### src/rtl/bshifter_pipe_pkg.sv
// Shared definitions for the pipelined barrel shifter and its bench.
package bshifter_pipe_pkg;

  // Operation select; RSVD behaves as rotate.
  typedef enum logic [1:0] {
    ROT  = 2'b00,
    LSH  = 2'b01,
    ASH  = 2'b10,
    RSVD = 2'b11
  } mode_e;

endpackage

### src/rtl/bshifter_pipe_if.sv
// Valid/ready bundle for the barrel shifter: operand side and result side.
interface bshifter_pipe_if #(
  parameter int W = 16
);
  localparam int S = $clog2(W);

  logic         in_valid;
  logic         in_ready;
  logic [W-1:0] in_data;
  logic [S-1:0] amt;
  logic         lr;
  logic [1:0]   mode;
  logic         out_valid;
  logic [W-1:0] out_data;
  logic         out_ready;

  modport master (
    output in_valid, in_data, amt, lr, mode, out_ready,
    input  in_ready, out_valid, out_data
  );

  modport slave (
    input  in_valid, in_data, amt, lr, mode, out_ready,
    output in_ready, out_valid, out_data
  );
endinterface

### src/rtl/bshifter_pipe_reverse_n.sv
// Pure combinational bit reversal of a W-bit vector.
module reverse_n #(
  parameter int W = 16
) (
  input  logic [W-1:0] d,
  output logic [W-1:0] q
);

  // Bit i of the output is bit W-1-i of the input.
  for (genvar i = 0; i < W; i++) begin : g_rev
    assign q[i] = d[W-1-i];
  end

endmodule

### src/rtl/bshifter_pipe.sv
// Pipelined logarithmic barrel shifter: one stage per amt bit, left
// operations done by reversing around a right-only shifter.
module bshifter_pipe
  import bshifter_pipe_pkg::*;
#(
  parameter int W = 16
) (
  input  logic           clk,
  input  logic           reset,
  bshifter_pipe_if.slave bus
);

  localparam int S = $clog2(W);

  // Control carried alongside the data; fill is the bit shifted in on
  // non-rotating operations (only arithmetic right uses the sign).
  typedef struct packed {
    logic [S-1:0] amt;
    logic         lr;
    mode_e        mode;
    logic         fill;
  } ctl_t;

  logic [S-1:0][W-1:0] data_q, data_d;
  logic [S-1:0]        valid_q, valid_d;
  ctl_t [S-2:0]        ctl_q, ctl_d;
  logic [S-1:0][W-1:0] stage_in, stage_out;
  ctl_t [S-1:0]        stage_ctl;
  logic [W-1:0]        in_rev, last_rev;
  logic                en;

  function automatic logic [W-1:0] shift_right(logic [W-1:0] x, int unsigned sh,
                                               logic rot, logic fill);
    if (rot)  return (x >> sh) | (x << (W - sh));
    if (fill) return ~((~x) >> sh);
    return x >> sh;
  endfunction

  reverse_n #(.W(W)) u_rev_in  (.d(bus.in_data),     .q(in_rev));
  reverse_n #(.W(W)) u_rev_out (.d(stage_out[S-1]),  .q(last_rev));

  // Whole pipe advances together whenever the output slot can move.
  assign en            = bus.out_ready || !valid_q[S-1];
  assign bus.in_ready  = en;
  assign bus.out_valid = valid_q[S-1];
  assign bus.out_data  = data_q[S-1];

  // Per-stage operand/control selection and conditional shift by 2^k.
  always_comb begin
    stage_in     = '0;
    stage_ctl    = '0;
    stage_out    = '0;
    stage_in[0]  = bus.lr ? in_rev : bus.in_data;
    stage_ctl[0] = '{amt:  bus.amt,
                     lr:   bus.lr,
                     mode: mode_e'(bus.mode),
                     fill: (bus.mode == ASH) && !bus.lr && bus.in_data[W-1]};
    for (int k = 1; k < S; k++) begin
      stage_in[k]  = data_q[k-1];
      stage_ctl[k] = ctl_q[k-1];
    end
    for (int k = 0; k < S; k++) begin
      stage_out[k] = stage_ctl[k].amt[k]
                   ? shift_right(stage_in[k], 32'd1 << k,
                                 (stage_ctl[k].mode == ROT) || (stage_ctl[k].mode == RSVD),
                                 stage_ctl[k].fill)
                   : stage_in[k];
    end
  end

  // Next state: each stage result feeds its register; the last one is
  // reversed back for left operations.
  always_comb begin
    data_d  = stage_out;
    if (stage_ctl[S-1].lr) data_d[S-1] = last_rev;
    valid_d = {valid_q[S-2:0], bus.in_valid};
    ctl_d   = stage_ctl[S-2:0];
  end

  // Pipeline registers: reset wins over the enable, otherwise hold on stall.
  // NOTE: state uses non-blocking assignments so every stage samples the
  // previous cycle's values of its neighbours, independent of block order.
  always_ff @(posedge clk) begin
    if (reset) begin
      data_q  <= '0;
      valid_q <= '0;
      ctl_q   <= '0;
    end else if (en) begin
      data_q  <= data_d;
      valid_q <= valid_d;
      ctl_q   <= ctl_d;
    end
  end

endmodule

### src/flat_wrapper.sv
// flat-port wrapper written by rule: the top's interface ports become plain ports
module bshifter_pipe_flat import bshifter_pipe_pkg::*;
#(
  parameter int W = 16
)
  (clk, reset, bus_in_valid, bus_in_data, bus_amt, bus_lr, bus_mode, bus_out_ready, bus_in_ready, bus_out_valid, bus_out_data);
  bshifter_pipe_if #(.W(W)) bus_i ();
  input  logic clk;
  input  logic reset;
  input wire logic [$bits(bus_i.in_valid)-1:0] bus_in_valid;
  input wire logic [$bits(bus_i.in_data)-1:0] bus_in_data;
  input wire logic [$bits(bus_i.amt)-1:0] bus_amt;
  input wire logic [$bits(bus_i.lr)-1:0] bus_lr;
  input wire logic [$bits(bus_i.mode)-1:0] bus_mode;
  input wire logic [$bits(bus_i.out_ready)-1:0] bus_out_ready;
  output wire logic [$bits(bus_i.in_ready)-1:0] bus_in_ready;
  output wire logic [$bits(bus_i.out_valid)-1:0] bus_out_valid;
  output wire logic [$bits(bus_i.out_data)-1:0] bus_out_data;
  assign bus_i.in_valid = bus_in_valid;
  assign bus_i.in_data = bus_in_data;
  assign bus_i.amt = bus_amt;
  assign bus_i.lr = bus_lr;
  assign bus_i.mode = bus_mode;
  assign bus_i.out_ready = bus_out_ready;
  assign bus_in_ready = bus_i.in_ready;
  assign bus_out_valid = bus_i.out_valid;
  assign bus_out_data = bus_i.out_data;
  bshifter_pipe #(.W(W)) u_core (.clk(clk), .reset(reset), .bus(bus_i));
endmodule
### config.mk
export PLATFORM = sky130hd
export DESIGN_NAME = bshifter_pipe_flat
export DESIGN_NICKNAME = d
export VERILOG_FILES = /design/src/rtl/bshifter_pipe_pkg.sv /design/src/rtl/bshifter_pipe_if.sv /design/src/rtl/bshifter_pipe_reverse_n.sv /design/src/rtl/bshifter_pipe.sv /design/src/flat_wrapper.sv
export SDC_FILE = /design/constraint.sdc
export NUM_CORES = 1
export LEC_CHECK = 0
export CELL_PAD_IN_SITES_DETAIL_PLACEMENT = 0
export CELL_PAD_IN_SITES_GLOBAL_PLACEMENT = 1
export CORE_MARGIN = 8
export CORE_UTILIZATION = 40
export DETAILED_ROUTE_END_ITERATION = 6
export PLACE_DENSITY_LB_ADDON = 0.1
export SETUP_SLACK_MARGIN = 0.1
export SLEW_MARGIN = 25
export SYNTH_ARGS = -nofsm -noshare
export SYNTH_HDL_FRONTEND = slang
export SYNTH_SLANG_ARGS = --single-unit
### constraint.sdc
create_clock -name clk -period 1.4 [get_ports clk]
set_clock_uncertainty 0.1 [all_clocks]
set_input_delay 0.28 -clock clk [delete_from_list [all_inputs] [get_ports clk]]
set_output_delay 0.28 -clock clk [all_outputs]
set_load 0.005 [all_outputs]
==> impl_results.rst, run 1 <==
.. list-table::
   :header-rows: 1

   * - Metric
     - Value
   * - Violations in the final reports
     - setup timing
   * - Class of the most critical hold timing path
     - in -> reg
   * - Global-route congestion overflow total
     - 0
   * - Sequential element share of the synthesized area
     - 37.85%
   * - Switching power summed over all nets
     - 1.467 mW
   * - Portion of synthesized cell area occupied by the leading cell type
     - 37.85%
   * - Endpoint type of the worst setup path
     - register
   * - Maxcap violations
     - 0
   * - Required time at the worst-slack endpoint
     - 1.52 ns
   * - Final number of max-transition violations
     - 0
   * - Gpl congestion
     - 0.7524
   * - Core area
     - 11,270 um^2
   * - Initial Util
     - 40.35%
   * - Async set or reset register ratio after synthesis
     - 0%
   * - Initial antenna violation count
     - 0
   * - Clock Power Share
     - 36.9%
   * - Status
     - finished with violations
   * - Worst Max-Slew Pin Slew
     - 0.4757 ns
   * - Gate Count Post-Synth
     - 480
   * - Setup repair after global routing missed its margin
     - true
   * - Clk_lat worst skew
     - 0.34 ns
   * - Yosys Warn Count
     - 0
   * - Drt drc
     - 0
   * - Crit share post-route
     - 103.4%
   * - IO Pins
     - 45
   * - Global-route wire length before repair
     - 19.26 mm
   * - Antenna Diode Count
     - 0
   * - Post-placement cell count
     - 649
   * - Synthesized area divided by synthesized cell count
     - 9.475 um^2
   * - Proportion of power drawn by flip-flops and latches
     - 47.0%
   * - Sw frac
     - 25.23%
   * - Lkg Pwr
     - 2.342 nW
   * - # nets final
     - 563
   * - Quantity of I/O buffers inserted on ports
     - 44
   * - Most common cell after layout, fill and taps aside
     - sky130_fd_sc_hd__dfxtp_1
   * - Clock Sinks
     - 86
   * - Min Tclk post-route
     - 1.448 ns
   * - Area enclosed by the die boundary
     - 15,040 um^2
   * - Filler cell count in the final layout
     - 999
   * - Setup TNS
     - -0.3524 ns
   * - Total number of placement rows
     - 39
   * - Post-detailed-route count of antenna-violating nets
     - 0
   * - Cell area after synthesis
     - 4548 um^2
   * - Startpoint types
     - register
   * - Chip Height
     - 122.6 um
   * - Internal power summed over all cells
     - 4.346 mW
   * - Achievable frequency
     - 0.6905 GHz
   * - Arrival time worst endpoint
     - 1.57 ns
   * - Die X-Extent
     - 122.6 um
   * - Cell taking the most area after synthesis
     - sky130_fd_sc_hd__dfxtp_1
   * - Post-synthesis to final-layout area growth
     - 41.07%
   * - Clock slew at reported path FFs
     - 0.06 ns
   * - Vias in the first global route
     - 3,758
   * - Least setup slack across all paths after layout
     - -0.04821 ns
   * - Worst relative slew slack
     - 68.29%
   * - Per-cell via count in the routed design
     - 5.422
   * - Maximum number of pins on one net before global-route repair
     - 39
   * - Leading cell types in the layout, fill and taps excluded
     - 76 x sky130_fd_sc_hd__dfxtp_1, 41 x sky130_fd_sc_hd__nand2_1, 36 x sky130_fd_sc_hd__mux2i_1
   * - Count of flip-flops with a built-in enable after synthesis
     - 0
   * - Final instance count without filler cells
     - 682
   * - Number of distinct library cells after synthesis
     - 41
   * - Crit Path Category
     - reg -> reg
   * - Worst hold margin
     - 0.2802 ns
   * - H-tree lvl count
     - 3
   * - Power per cell area
     - 905.9 nW/um^2
   * - Endpoints failing hold
     - 0
   * - Largest fanout on the critical path
     - 6
   * - Max IR drop VDD
     - 579.9 uV
   * - Post-detailed-placement half-perimeter wirelength
     - 7.755 mm
   * - GRT Overall Usage
     - 16.29%
   * - Root Buffer Master
     - sky130_fd_sc_hd__clkbuf_16
   * - Number of CTS-inserted buffers
     - 9
   * - Total wire length after detailed routing
     - 12.06 mm
   * - Synth Register Bits
     - 86
   * - Dominant synthesized flop cell
     - sky130_fd_sc_hd__dfxtp_1
   * - Post-route total power
     - 5.812 mW
   * - Clock tree from TritonCTS
     - yes
   * - Proportion of layout cells with a drive suffix above 1
     - 40.45%
   * - Top post-synthesis cells by area
     - sky130_fd_sc_hd__dfxtp_1 38%, sky130_fd_sc_hd__mux2i_1 9.5%, sky130_fd_sc_hd__a211oi_2 5.2%
   * - Final setup violation count
     - 20
   * - Number of iterations in the first detailed-routing pass
     - 4
   * - Total via count in the routed design
     - 3,698
   * - Post-detailed-route wirelength per cell
     - 17.68 um
   * - Drt first-iter violations
     - 207
   * - Setup WS pre-CTS
     - -0.4792 ns
   * - Maximum count of clock buffers along a single path
     - 2
   * - Total nets after synthesis
     - 508
   * - Combinational cell fraction of total power
     - 16.0%
==> cells by family (layout without fill, tap and decap cells) <==
family	Yosys count	count (layout)	synth area share, %
buf+inv	62	121	8.253
flops	86	86	37.85
xor+xnor	4	4	1.183
compound gates	104	104	17.77
fa+ha+maj	1	1	0.2751
mux	62	62	16.64
simple gates	161	161	18.02
==> state kept, by name, indices dropped and copies added (netlist names) <==
register             cells
u_core.bus.out_data     16
u_core.ctl_d            13
u_core.ctl_q             5
u_core.data_q           48
u_core.valid_q           4
==> final timing paths <==
path	from	endpoint	slack [ns]	cells past startpoint
max	u_core.valid_q[3]$_SDFFE_PP0P_	u_core.ctl_d[8]$_SDFFE_PP0P_	-0.05	8
min	reset	u_core.ctl_d[23]$_SDFFE_PP0P_	0.28	3
max reg2reg	u_core.valid_q[3]$_SDFFE_PP0P_	u_core.ctl_d[8]$_SDFFE_PP0P_	-0.05	8
min reg2reg	u_core.ctl_d[15]$_SDFFE_PP0P_	u_core.ctl_d[15]$_SDFFE_PP0P_	0.35	2
==> synth_stat cells, drive strengths merged (6+ instances only) <==
master and count:
mux2i 43, nor2 46, dfxtp 86, nor3b 6, mux2 9, o31a 8, mux4 10, a31oi 8
clkbuf 12, buf 47, o32ai 16, o21ai 12, nand2b 11, nand2 51, nor3 11, a31o 6
and3b 8, a211oi 27, a21oi 26, nand3b 20
==> power by group through the flow <==
| stage | registers [mW] | clock network, mW | logic, mW |
|---|---|---|---|
| 2_1_floorplan | 2.72 | 0 | 0.537 |
| 3_3_place_gp | 2.76 | 0 | 0.779 |
| 3_5_place_dp | 2.77 | 0 | 0.788 |
| 4_1_cts | 2.73 | 2.20 | 0.874 |
| 5_1_grt | 2.75 | 2.29 | 1.00 |
| 6_report | 2.73 | 2.15 | 0.932 |
==> what timing repair did <==
action	in CTS	in global routing
pin swaps	22	20
resized for setup	137	70
gates cloned	8	1
endpoints found under the setup margin	92	99
buffers inserted	9	0
hold buffers	0	0
==> critical path, cell delays in order, from the launching register on <==
cell,delay [ns]
sky130_fd_sc_hd__dfxtp_2,0.32
sky130_fd_sc_hd__nor2b_4,0.16
sky130_fd_sc_hd__inv_4,0.05
sky130_fd_sc_hd__buf_6,0.12
sky130_fd_sc_hd__buf_12,0.14
sky130_fd_sc_hd__buf_16,0.15
sky130_fd_sc_hd__buf_8,0.12
sky130_fd_sc_hd__nand4b_1,0.09
sky130_fd_sc_hd__a21oi_1,0.07
==> layer usage <==
metal	track usage [%]	part of all wire, %	up-vias	wire, um
li1	-	-	1830	-
met1	19.61	45	1779	5426
met2	27.81	50	72	6029
met3	4.140	3.3	17	393
met4	5.407	1.7	0	209
met5	0	0	-	0
==> final cells by class <==
class	instances	area [um^2]	share of cell area [%]
multi-input combinational	332	2983	46.49
sequential	86	1737	27.07
timing repair buffer	103	1244	19.38
clock buffer	13	250.2	3.900
tap	143	178.9	2.789
inverter	3	13.76	0.2145
clock inverter	2	10.01	0.1560
==> through the flow <==
step	area, um^2	util (%)
floorplan	4569	-
global placement	5224	46.34
detailed placement	5224	46.34
CTS	6132	54.40
global route	6416	56.92
finish	6416	56.92
(Power assumes the default switching activity.)
==> run 2, diff against run 1 <==
Settings changed: CTS_CLUSTER_DIAMETER set to 120.
==> results of run 2 <==
The final DEF is identical to that of run 1; final timing and power are the same.
